==> src/rtl/iob_fifo_reader.vh <==
// Shared sizing constants for the iob_fifo_reader block.
`ifndef IOB_FIFO_READER_VH
`define IOB_FIFO_READER_VH

`define IOB_FIFO_READER_BUF_DEPTH 2
`define IOB_FIFO_READER_CNT_W     32

`endif

==> src/rtl/iob_fifo_reader_pkg.sv <==
// Package for iob_fifo_reader: buffer depth, counter width and derived widths.
`include "iob_fifo_reader.vh"

package iob_fifo_reader_pkg;

   localparam int unsigned BUF_DEPTH = `IOB_FIFO_READER_BUF_DEPTH;
   localparam int unsigned CNT_W     = `IOB_FIFO_READER_CNT_W;
   localparam int unsigned LEVEL_W   = $clog2(BUF_DEPTH + 1);
   localparam int unsigned OCC_W     = LEVEL_W + 1;

endpackage

==> src/rtl/iob_fifo_reader_buf.sv <==
// Two-entry output skid buffer: head entry drives the stream, tail absorbs one extra word.
module iob_fifo_reader_buf
   import iob_fifo_reader_pkg::*;
#(
   parameter int unsigned DATA_WIDTH = 8
) (
   input  logic                  clk,
   input  logic                  rst,
   input  logic                  push,
   input  logic                  pop,
   input  logic [DATA_WIDTH-1:0] din,
   output logic [DATA_WIDTH-1:0] dout,
   output logic [LEVEL_W-1:0]    level
);

   logic [DATA_WIDTH-1:0] head_q;
   logic [DATA_WIDTH-1:0] tail_q;
   logic [LEVEL_W-1:0]    level_q;

   // Head only changes on pop or when the buffer is empty, so it is stable under backpressure.
   always_ff @(posedge clk or posedge rst) begin
      if (rst) begin
         head_q  <= '0;
         tail_q  <= '0;
         level_q <= '0;
      end else begin
         case ({push, pop})
            2'b10: begin
               if (level_q == '0) begin
                  head_q <= din;
               end else begin
                  tail_q <= din;
               end
               level_q <= level_q + LEVEL_W'(1);
            end
            2'b01: begin
               head_q  <= tail_q;
               level_q <= level_q - LEVEL_W'(1);
            end
            2'b11: begin
               if (level_q == LEVEL_W'(1)) begin
                  head_q <= din;
               end else begin
                  head_q <= tail_q;
                  tail_q <= din;
               end
            end
            default: begin
            end
         endcase
      end
   end

   assign dout  = head_q;
   assign level = level_q;

endmodule

==> src/rtl/iob_fifo_reader.sv <==
// Streams words out of a sync FIFO (1-cycle read latency) onto a valid/ready port.
// Define IOB_FIFO_READER_CNT_EN to enable the accepted-word counter on word_count.
module iob_fifo_reader
   import iob_fifo_reader_pkg::*;
#(
   parameter int unsigned DATA_WIDTH = 8
) (
   input  logic                  clk,
   input  logic                  rst,
   input  logic                  en,
   input  logic                  fifo_empty,
   input  logic [DATA_WIDTH-1:0] fifo_data_out,
   output logic                  fifo_read_en,
   output logic                  m_valid,
   output logic [DATA_WIDTH-1:0] m_data,
   input  logic                  m_ready,
   output logic [CNT_W-1:0]      word_count
);

   logic               inflight_q;
   logic               pop;
   logic               rd_en;
   logic [LEVEL_W-1:0] level;
   logic [OCC_W-1:0]   occupancy;

   // Buffered plus in-flight words must never exceed the buffer depth; a pop frees a slot this cycle.
   assign occupancy = OCC_W'(level) + OCC_W'(inflight_q);
   assign m_valid   = (level != '0);
   assign pop       = m_valid & m_ready;
   assign rd_en     = ~rst & en & ~fifo_empty & ((occupancy < OCC_W'(BUF_DEPTH)) | pop);

   assign fifo_read_en = rd_en;

   always_ff @(posedge clk or posedge rst) begin
      if (rst) begin
         inflight_q <= 1'b0;
      end else begin
         inflight_q <= rd_en;
      end
   end

   iob_fifo_reader_buf #(
      .DATA_WIDTH(DATA_WIDTH)
   ) u_buf (
      .clk  (clk),
      .rst  (rst),
      .push (inflight_q),
      .pop  (pop),
      .din  (fifo_data_out),
      .dout (m_data),
      .level(level)
   );

`ifdef IOB_FIFO_READER_CNT_EN
   logic [CNT_W-1:0] cnt_q;

   always_ff @(posedge clk or posedge rst) begin
      if (rst) begin
         cnt_q <= '0;
      end else if (pop) begin
         cnt_q <= cnt_q + CNT_W'(1);
      end
   end

   assign word_count = cnt_q;
`else
   assign word_count = '0;
`endif

endmodule

==> config.mk <==
export PLATFORM = sky130hd
export DESIGN_NAME = iob_fifo_reader
export DESIGN_NICKNAME = d
export VERILOG_FILES = /design/src/rtl/iob_fifo_reader_pkg.sv /design/src/rtl/iob_fifo_reader_buf.sv /design/src/rtl/iob_fifo_reader.sv
export VERILOG_INCLUDE_DIRS = /design/src /design/src/rtl
export SDC_FILE = /design/constraint.sdc
export NUM_CORES = 1
export LEC_CHECK = 0
export ABC_AREA = 1
export BUFFER_PORTS_ARGS = -buffer_cell sky130_fd_sc_hd__buf_2
export CAP_MARGIN = 20
export CORE_MARGIN = 2
export CORE_UTILIZATION = 51
export DETAILED_ROUTE_END_ITERATION = 7
export GPL_TIMING_DRIVEN = 0
export PLACE_DENSITY_LB_ADDON = 0.08
export SLEW_MARGIN = 5
export SYNTH_ARGS = -nofsm -noshare
export SYNTH_HDL_FRONTEND = slang
export SYNTH_SLANG_ARGS = --single-unit
==> constraint.sdc <==
create_clock -name clk -period 4.8 [get_ports clk]
set_input_delay 0.96 -clock clk [delete_from_list [all_inputs] [get_ports clk]]
set_output_delay 0.96 -clock clk [all_outputs]
set_load 0.05 [all_outputs]
# --- Word level (Yosys, flattened, before mapping) ---
# Index checks and enable logic that the tools add are counted.
classes:
  n_addsub: 3
  order_cmp: 1
  n_eq_ne: 7
  muxes: 7
  bitwise_logic: 7
  n_reduce_logical: 7
ops:
  columns: ["op", "count"]
  rows:
  - ["$mux W8", 4]
  - ["$pmux W8 S3", 1]
  - ["$pmux W8 S2", 1]
  - ["$reduce_bool A2 Y1", 3]
  - ["$and A1 B1 Y1", 4]
  - ["$eq A2 B1 Y1 const B", 2]
  - ["$eq A2 B2 Y1 const B", 2]
  - ["$ne A2 B2 Y1 const B", 2]
  - ["$pmux W2 S2", 1]
  - ["$add A2 B1 Y3", 1]
  - ["$lt A3 B2 Y1 const B", 1]
  - ["$reduce_and A3 Y1", 1]
  - ["$reduce_bool A3 Y1", 1]
  - ["$add A2 B1 Y2 const B", 1]
  - ["$logic_not A2 Y1", 1]
  - ["$ne A2 B1 Y1 const B", 1]
  - ["$not A1 Y1", 2]
  - ["$reduce_and A2 Y1", 1]
  - ["$sub A2 B1 Y2 const B", 1]
  - ["$or A1 B1 Y1", 1]
word_totals:
  register_bits: 19
  input_bits: 13
  out_inout_bits: 42
  elab_cells: 36

# --- Longest topological paths before layout ---
# Gate-level depths: netlist (run 1).
depth:
  ltp_word: 5
  ltp_mapped: 12
  depth_no_buf: 12

# --- Modules after synthesis ---
# Synthesis (run 1) repeated with hierarchy kept, for this count alone.
unflattened:
  cells_unflattened: 162
  hier_area_um2: 1268.7
by_module_without_submodules:
  columns: ["module", "n_inst", "cells_per_inst", "area_per_inst_um2", "seq_area_each_um2"]
  rows:
  - ["iob_fifo_reader_buf", 1, 118, 949.7, 450.4]
  - ["iob_fifo_reader", 1, 44, 319.1, 25.0]

# --- Worst setup path before layout (run 1) ---
# OpenSTA, ideal clock, no wires.
synth_path:
  kind: "register to output"
  start: "reg u_buf.level_q[0], in the netlist u_buf.level[0]"
  end: "out fifo_read_en"
  arrival_time_ps: 1949
  t_required_ps: 3840
  setup_slack_ps: 1891
  stages_incl_launch_ff: 6
  n_path_buf: 0
  cell_sequence: "dfrtp_1 -> inv_1 -> ha_1 -> inv_1 -> nand2_2 -> a21oi_1"
synth_via:
  elab_chain_cells: 4
  word_cells_on_any_way: 6
  cone_classes: "1 x add/sub; 1 x order compare; 3 x bitwise; 1 x reduce/logical"
synth_lines:
  columns: ["element", "line", "source"]
  rows:
  - ["start, declared", "iob_fifo_reader_buf.sv:18", "logic [LEVEL_W-1:0] level_q;"]
  - ["start signal, assigned", "iob_fifo_reader_buf.sv:34", "level_q <= level_q + LEVEL_W'(1);"]
  - ["start signal, assigned", "iob_fifo_reader_buf.sv:38", "level_q <= level_q - LEVEL_W'(1);"]
  - ["$reduce_bool A2 Y1", "iob_fifo_reader.sv:28", "assign m_valid = (level != '0);"]
  - ["named net m_valid", "iob_fifo_reader.sv:14", "output logic m_valid,"]
  - ["$and A1 B1 Y1", "iob_fifo_reader.sv:29", "assign pop = m_valid & m_ready;"]
  - ["$or A1 B1 Y1", "iob_fifo_reader.sv:30", "assign rd_en = ~rst & en & ~fifo_empty & ((occupancy < OCC_W'(BUF_DEPTH)) | pop);"]
  - ["$and A1 B1 Y1", "iob_fifo_reader.sv:30", null]
  - ["end, declared", "iob_fifo_reader.sv:13", "output logic fifo_read_en,"]
# The timed path passes the listed nets, and every way through them passes these cells.

# --- Worst setup path after layout (run 1) ---
layout_path:
  start: "in rst"
  end: "out fifo_read_en"
layout_via:
  elab_chain_cells: 4
layout_lines:
  columns: ["element", "line", "source"]
  rows:
  - ["start, declared", "iob_fifo_reader.sv:9", "input logic rst,"]
  - ["$not A1 Y1", "iob_fifo_reader.sv:30", null]
  - ["$and A1 B1 Y1 (3 in series)", "iob_fifo_reader.sv:30", null]
# Every way passes these cells.

==> results.py, run 1 <==
metrics = {
    "synth": {
        "synthSimpleGateAreaFrac_pct": 23.26,
        "synthMuxAreaShare_pct": 0,
        "synthAdderAreaFrac_pct": 6.757,
        "synth_seq_cells": 19,
        "synth_cells": 178,
        "synth_top_family_by_area": "buffers and inverters",
        "synthesis.area_mm2": 0.001296,
        "synth_xor_area_share_pct": 0.6757,
        "avgSynthCellArea_um2": 7.282,
        "synth_compound_area_share_pct": 5.695,
        "synth.distinct_cells": 17,
        "synth-warning-count": 0,
        "yosysSeqAreaShare_pct": 36.68,
    },
    "cts": {
        "postCtsHoldBufs": 0,
        "clk_pin_slew_worst_paths_ns": 0.12,
        "cts_num_sinks": 19,
        "cts-htree-levels": 1,
        "clock_latency_ns": 0.30,
        "cts_resized": 0,
        "cts_buffer_depth": 2,
        "cts_made_buffers": 3,
        "cts_root_buf": "clkbuf_4",
        "cts_tree": "built",
        "post_cts_buffers": 0,
    },
    "sta": {
        "setup_slack_ns": 2.192,
        "hold_ws_ns": 0.4890,
        "fin_tns_setup_ns": 0,
        "period_share_pct": 54.32,
        "fmax_mhz": 383.5,
        "fin_skew_ns": 0.005376,
        "rsz0062_at_grt": "false",
        "worstMarginPinSlew_ns": 0.7168,
        "slew_violations": 0,
        "setup_violations": 0,
        "relSlewSlack_pct": 52.16,
        "fin_crit_ns": 2.608,
        "hold_viol_final": 0,
    },
    "status": {
        "outcome": "completed",
    },
    "power": {
        "p_leak_nw": 1.021,
        "irDropWorstVdd_v": 0.0003729,
        "power_density_mw_per_mm2": 525.2,
    },
    "setup_path": {
        "arrival_ns": 1.65,
        "worstSetupStartpointType": "primary input",
        "worstSetupPathType": "in2out",
        "endpoint_kind": "output port",
        "worstPathRequired_ns": 3.84,
        "r2r_start": "u_buf.level[0]",
        "rrSetupSlack_ns": 2.82,
        "path_max_fanout": 2,
        "crit_path_start": "rst",
    },
    "grt": {
        "grt_pass1_wl_um": 3877,
        "antenna_found_initial": 0,
        "grt_usage_pct": 17.73,
        "grt_pass1_vias": 919,
        "grt_max_degree": 20,
        "gr-total-overflow": 0,
    },
    "layout": {
        "post-route-util_pct": 65.28,
        "diodes": 0,
        "areaGrowthSynthToFinish_pct": 22.49,
        "drive_above_1_share_pct": 26.81,
        "nets": 256,
    },
    "place": {
        "dp_hpwl_um": 1848,
        "place.gp.congestion": 0.7981,
        "port_buffers": 22,
        "pre_cts_ws_ns": 2.184,
    },
    "routing": {
        "drt_iter0_markers": 13,
        "firstDrtPassIters": 4,
        "drc_errors": 0,
        "routed-via-count": 1072,
        "antenna_left": 0,
        "via_per_inst": 4.045,
        "wirelength_um": 2234,
        "drt-wirelength-per-cell_um": 8.430,
    },
    "flow_run": {
        "drv_cap": 0,
    },
    "floorplan": {
        "initial_core_util_pct": 53.29,
        "rows": 18,
        "die_h_um": 54.42,
        "coreArea_mm2": 0.002432,
        "ioPinCount": 55,
        "die_x_um": 54.42,
        "die-area_mm2": 0.002961,
    },
    "worst_hold_path": {
        "hold_start": "u_buf.dout[1]",
        "hp-class": "reg2reg",
    },
}
-- critical path, cell delays in order --
cell     delay, ns
buf_2         0.10
nor2_1        0.09
nand2_1       0.07
a21oi_1       0.14
buf_2         0.28
-- flip-flops by register name, indices dropped and copies added, names as in the netlist --
signal,count
u_buf.tail_q,8
inflight_q,1
u_buf.dout,8
u_buf.level,2
-- logic make-up after synthesis --
logic type | count (synthesis)
AO/OA/AOI/OAI | 14
XOR/XNOR | 1
adder cells (fa/ha/maj) | 7
buffers and inverters | 59
flip-flops | 19
other | 1
AND/OR/NAND/NOR | 77
-- Yosys cell counts --
master	number	area share (%)
nor2_1	10	2.9
xnor2_1	1	0.68
dfrtp_1	19	37
conb_1	1	0.29
nand3_1	1	0.39
o21ai_1	1	0.39
o21ai_2	1	0.68
a21oi_1	1	0.39
nand2_1	63	18
ha_1	7	6.8
nand2_2	1	0.48
inv_2	1	0.29
inv_1	25	7.2
nand3_2	1	0.77
o21ai_0	11	4.2
buf_4	33	19
or2_1	1	0.48
-- layer usage --
metal / up-vias / track usage [%] / share of wire [%] / wire length [µm]
li1: 578 / - / - / -
met1: 451 / 23.42 / 43 / 950
met2: 41 / 28.11 / 48 / 1076
met3: 2 / 3.005 / 8.6 / 192
met4: 0 / 8.333 / 0.67 / 15
met5: - / 0 / 0 / 0
-- path summary, 6_finish.rpt --
check                                 to  depth (start not counted)
setup / recovery            fifo_read_en                          5
hold / removal             u_buf.dout[1]                          2
setup reg to reg           u_buf.dout[7]                         11
hold reg to reg            u_buf.dout[1]                          2
max in group asynchronous     inflight_q                          2
min in group asynchronous  u_buf.dout[6]                          2
-- stage by stage --
step,instance area (µm²),instances,power [mW]
2_1_floorplan,1413,209,0.6620
3_3_place_gp,1560,261,0.7410
3_5_place_dp,1560,261,0.7535
4_1_cts,1588,265,0.8390
5_1_grt,1588,265,0.9142
6_report,1588,265,0.8339
-- power by group --
part / total, mW / internal (mW) / leakage [nW] / switching, mW
clock network: 0.0828 / 0.0310 / 0.0177 / 0.0518
logic: 0.480 / 0.130 / 0.764 / 0.350
registers: 0.271 / 0.233 / 0.239 / 0.0378
-- layout make-up --
| class | instances | area [µm²] |
|---|---|---|
| tap | 30 | 37.54 |
| clock inverter | 1 | 5.005 |
| buffer | 33 | 247.7 |
| sequential | 19 | 475.5 |
| fill | 234 | 844.6 |
| inverter | 26 | 97.59 |
| clock buffer | 3 | 22.52 |
| multi-input combinational | 131 | 591.8 |
| timing repair buffer | 22 | 110.1 |
-- cells in the final DEF (no fill, tap or decap), types with 3 or more instances in the layout --
| cell type | synthesis | final |
|---|---|---|
| buf_2 | 0 | 22 |
| buf_4 | 33 | 33 |
| clkbuf_4 | 0 | 3 |
| conb_1 | 1 | 32 |
| dfrtp_1 | 19 | 19 |
| ha_1 | 7 | 7 |
| inv_1 | 25 | 25 |
| nand2_1 | 63 | 63 |
| nor2_1 | 10 | 10 |
| o21ai_0 | 11 | 11 |
No activity file was read; power rests on OpenSTA's default activity.
==> run 2, diff against run 1 <==
ABC_AREA = 0   (was 1)
CORE_UTILIZATION = 47   (was 51)
clock period = 2.72 ns   (was 4.8 ns; I/O delays follow)
==> run 2 against run 1 <==
Worst hold slack worse by 0.14 ns; clock skew about the same; utilization down 3.4 points; register-to-register slack worse by 2.4 ns; worst setup slack worse by 2.0 ns; first-iteration DRC count up 62%; sequential power up 85%; via count down 15%; area after synthesis down 4.6%; final area down 3.5%; critical endpoint unchanged; highest routed layer is now met3.
==> results.py, run 2 <==
metrics = {
    "floorplan": {
        "initial_core_util_pct": 49.90,
        "ioPinCount": 55,
        "die_h_um": 55.29,
        "rows": 18,
        "die_x_um": 55.29,
        "die-area_mm2": 0.003056,
        "coreArea_mm2": 0.002477,
    },
    "synth": {
        "synth-edff-count": 0,
        "synthTopCellsByArea": "dfrtp_1 38%, buf_4 19%, mux2_4 9.7%",
        "synth_top_area_share_pct": 38.46,
        "avgSynthCellArea_um2": 9.969,
        "synthSimpleGateAreaFrac_pct": 7.895,
        "synthMostInstantiatedCell": "buf_4",
        "synth.distinct_cells": 23,
        "yosysSeqAreaShare_pct": 38.46,
        "ys.flop_type": "dfrtp_1",
        "ys_async_sr_fraction_pct": 100.0,
        "synth-warning-count": 0,
        "synth_seq_cells": 19,
        "synth_xor_area_share_pct": 0.7085,
        "synth_compound_area_share_pct": 10.83,
        "synth_top_family_by_area": "buffers and inverters",
        "synth_cells": 124,
        "synthAdderAreaFrac_pct": 7.085,
        "synth_area_leader_cell": "dfrtp_1",
        "synthMuxAreaShare_pct": 10.63,
        "synth_common_cells": "32 x buf_4, 19 x dfrtp_1, 10 x nor2_1",
        "synthesis.area_mm2": 0.001236,
    },
    "layout": {
        "n_fill_cell": 230,
        "multi_input_area_um2": 585.6,
        "diodes": 0,
        "nets": 202,
        "drive_above_1_share_pct": 39.23,
        "areaGrowthSynthToFinish_pct": 23.99,
        "register_area_um2": 475.5,
        "final_cell_mix": "32 x buf_4, 32 x conb_1, 23 x buf_2",
    },
    "cts": {
        "clock_latency_ns": 0.30,
        "cts_buffer_depth": 2,
        "cts_tree": "built",
        "cts-htree-levels": 1,
        "cts_resized": 0,
        "postCtsHoldBufs": 0,
        "clk_pin_slew_worst_paths_ns": 0.10,
        "cts_root_buf": "clkbuf_4",
        "cts_num_sinks": 19,
        "post_cts_buffers": 0,
        "cts_made_buffers": 3,
    },
    "sta": {
        "fin_tns_setup_ns": 0,
        "fmax_mhz": 395.0,
        "relSlewSlack_pct": 53.85,
        "worstMarginPinSlew_ns": 0.6914,
        "setup_violations": 0,
        "period_share_pct": 93.06,
        "rsz0062_at_grt": "false",
        "fin_skew_ns": 0.005411,
        "slew_violations": 0,
        "fin_crit_ns": 2.531,
        "hold_ws_ns": 0.3491,
        "hold_viol_final": 0,
    },
    "routing": {
        "drt-wirelength-per-cell_um": 10.64,
        "firstDrtPassIters": 4,
        "antenna_left": 0,
        "drt_iter0_markers": 21,
        "routed-via-count": 909,
        "via_per_inst": 4.308,
        "wirelength_um": 2244,
        "drc_errors": 0,
    },
    "setup_path": {
        "worstSetupPathType": "reg2out",
        "worstPathRequired_ns": 2.18,
        "worstSetupStartpointType": "flip-flop",
        "endpoint_kind": "output port",
        "arrival_ns": 1.99,
        "path_max_fanout": 6,
        "r2r_start": "u_buf.level[0]",
        "crit_path_start": "u_buf.level[0]",
    },
    "flow_run": {
        "drv_cap": 0,
    },
    "grt": {
        "grt_max_degree": 20,
        "antenna_found_initial": 0,
        "grt_pass1_wl_um": 3946,
        "grt_usage_pct": 15.84,
        "grt_pass1_vias": 896,
        "gr-total-overflow": 0,
    },
    "power": {
        "p_total_mw": 1.550,
        "p_leak_nw": 0.8728,
        "power_density_mw_per_mm2": 1011,
        "irDropWorstVdd_v": 0.0008142,
    },
    "place": {
        "port_buffers": 22,
        "place.gp.congestion": 0.7497,
        "dp_hpwl_um": 1725,
    },
    "status": {
        "outcome": "completed",
    },
    "worst_hold_path": {
        "hp-class": "in2async",
    },
}
==> run 2: cell families (layout without fill, tap and decap cells) <==
family          Yosys count  count (layout)
compound gates           22              22
xor+xnor                  1               1
fa+ha+maj                 7               7
buf+inv                  43              69
flops                    19              19
mux                       9               9
other cells               1              32
simple gates             22              22
==> run 2: where the power goes <==
group | leakage, nW | switching, mW | total, mW | internal (mW)
Sequential | 0.224 | 0.0819 | 0.502 | 0.420
Clock | 0.0150 | 0.0848 | 0.142 | 0.0572
Combinational | 0.634 | 0.591 | 0.906 | 0.315
Total | 0.873 | 0.758 | 1.55 | 0.792
==> run 2: worst max-delay path: stages, from the launching register on <==
cell	delay, ns
dfrtp_1	0.43
inv_1	0.06
ha_1	0.23
and2b_1	0.32
nor2_1	0.09
nor4b_2	0.24
buf_2	0.31
==> run 2: cell type report <==
type                       instances  area share (%)
buffer                            36           17.71
clock buffer                       4           1.714
inverter                           7           1.714
multi-input combinational         93           38.20
sequential                        19           31.02
tap                               30           2.449
timing repair buffer              22           7.184
==> run 2: final timing paths <==
path | slack, ns | depth (start not counted) | to
worst max-delay path | 0.19 | 6 | fifo_read_en
worst min-delay path | 0.35 | 2 | u_buf.tail_q[7]
worst max register to register | 0.42 | 8 | u_buf.dout[6]
worst min register to register | 0.51 | 1 | u_buf.tail_q[1]
max in group asynchronous | 1.93 | 2 | u_buf.dout[2]
min in group clk | 0.41 | 2 | inflight_q
==> run 2: metrics by stage <==
stage / util, % / cell area, µm² / cells / setup WS [ns]
finish: 61.87 / 1533 / 211 / 0.1887
global route: 61.87 / 1533 / 211 / 0.04778
CTS: 61.87 / 1533 / 211 / 0.1613
detailed placement: 60.81 / 1506 / 207 / 0.4537
global placement: 60.81 / 1506 / 207 / 0.5108
floorplan: - / 1359 / 155 / 0.2179
==> run 2: metal layers <==
layer  part of all wire, %  up-vias  global-route usage (%)
met3                   8.5        0                   4.450
met2                    49       45                   28.23
met1                    42      404                   19.43
li1                      -      460                       -
met4                     0        0                   2.091
met5                     0        -                       0
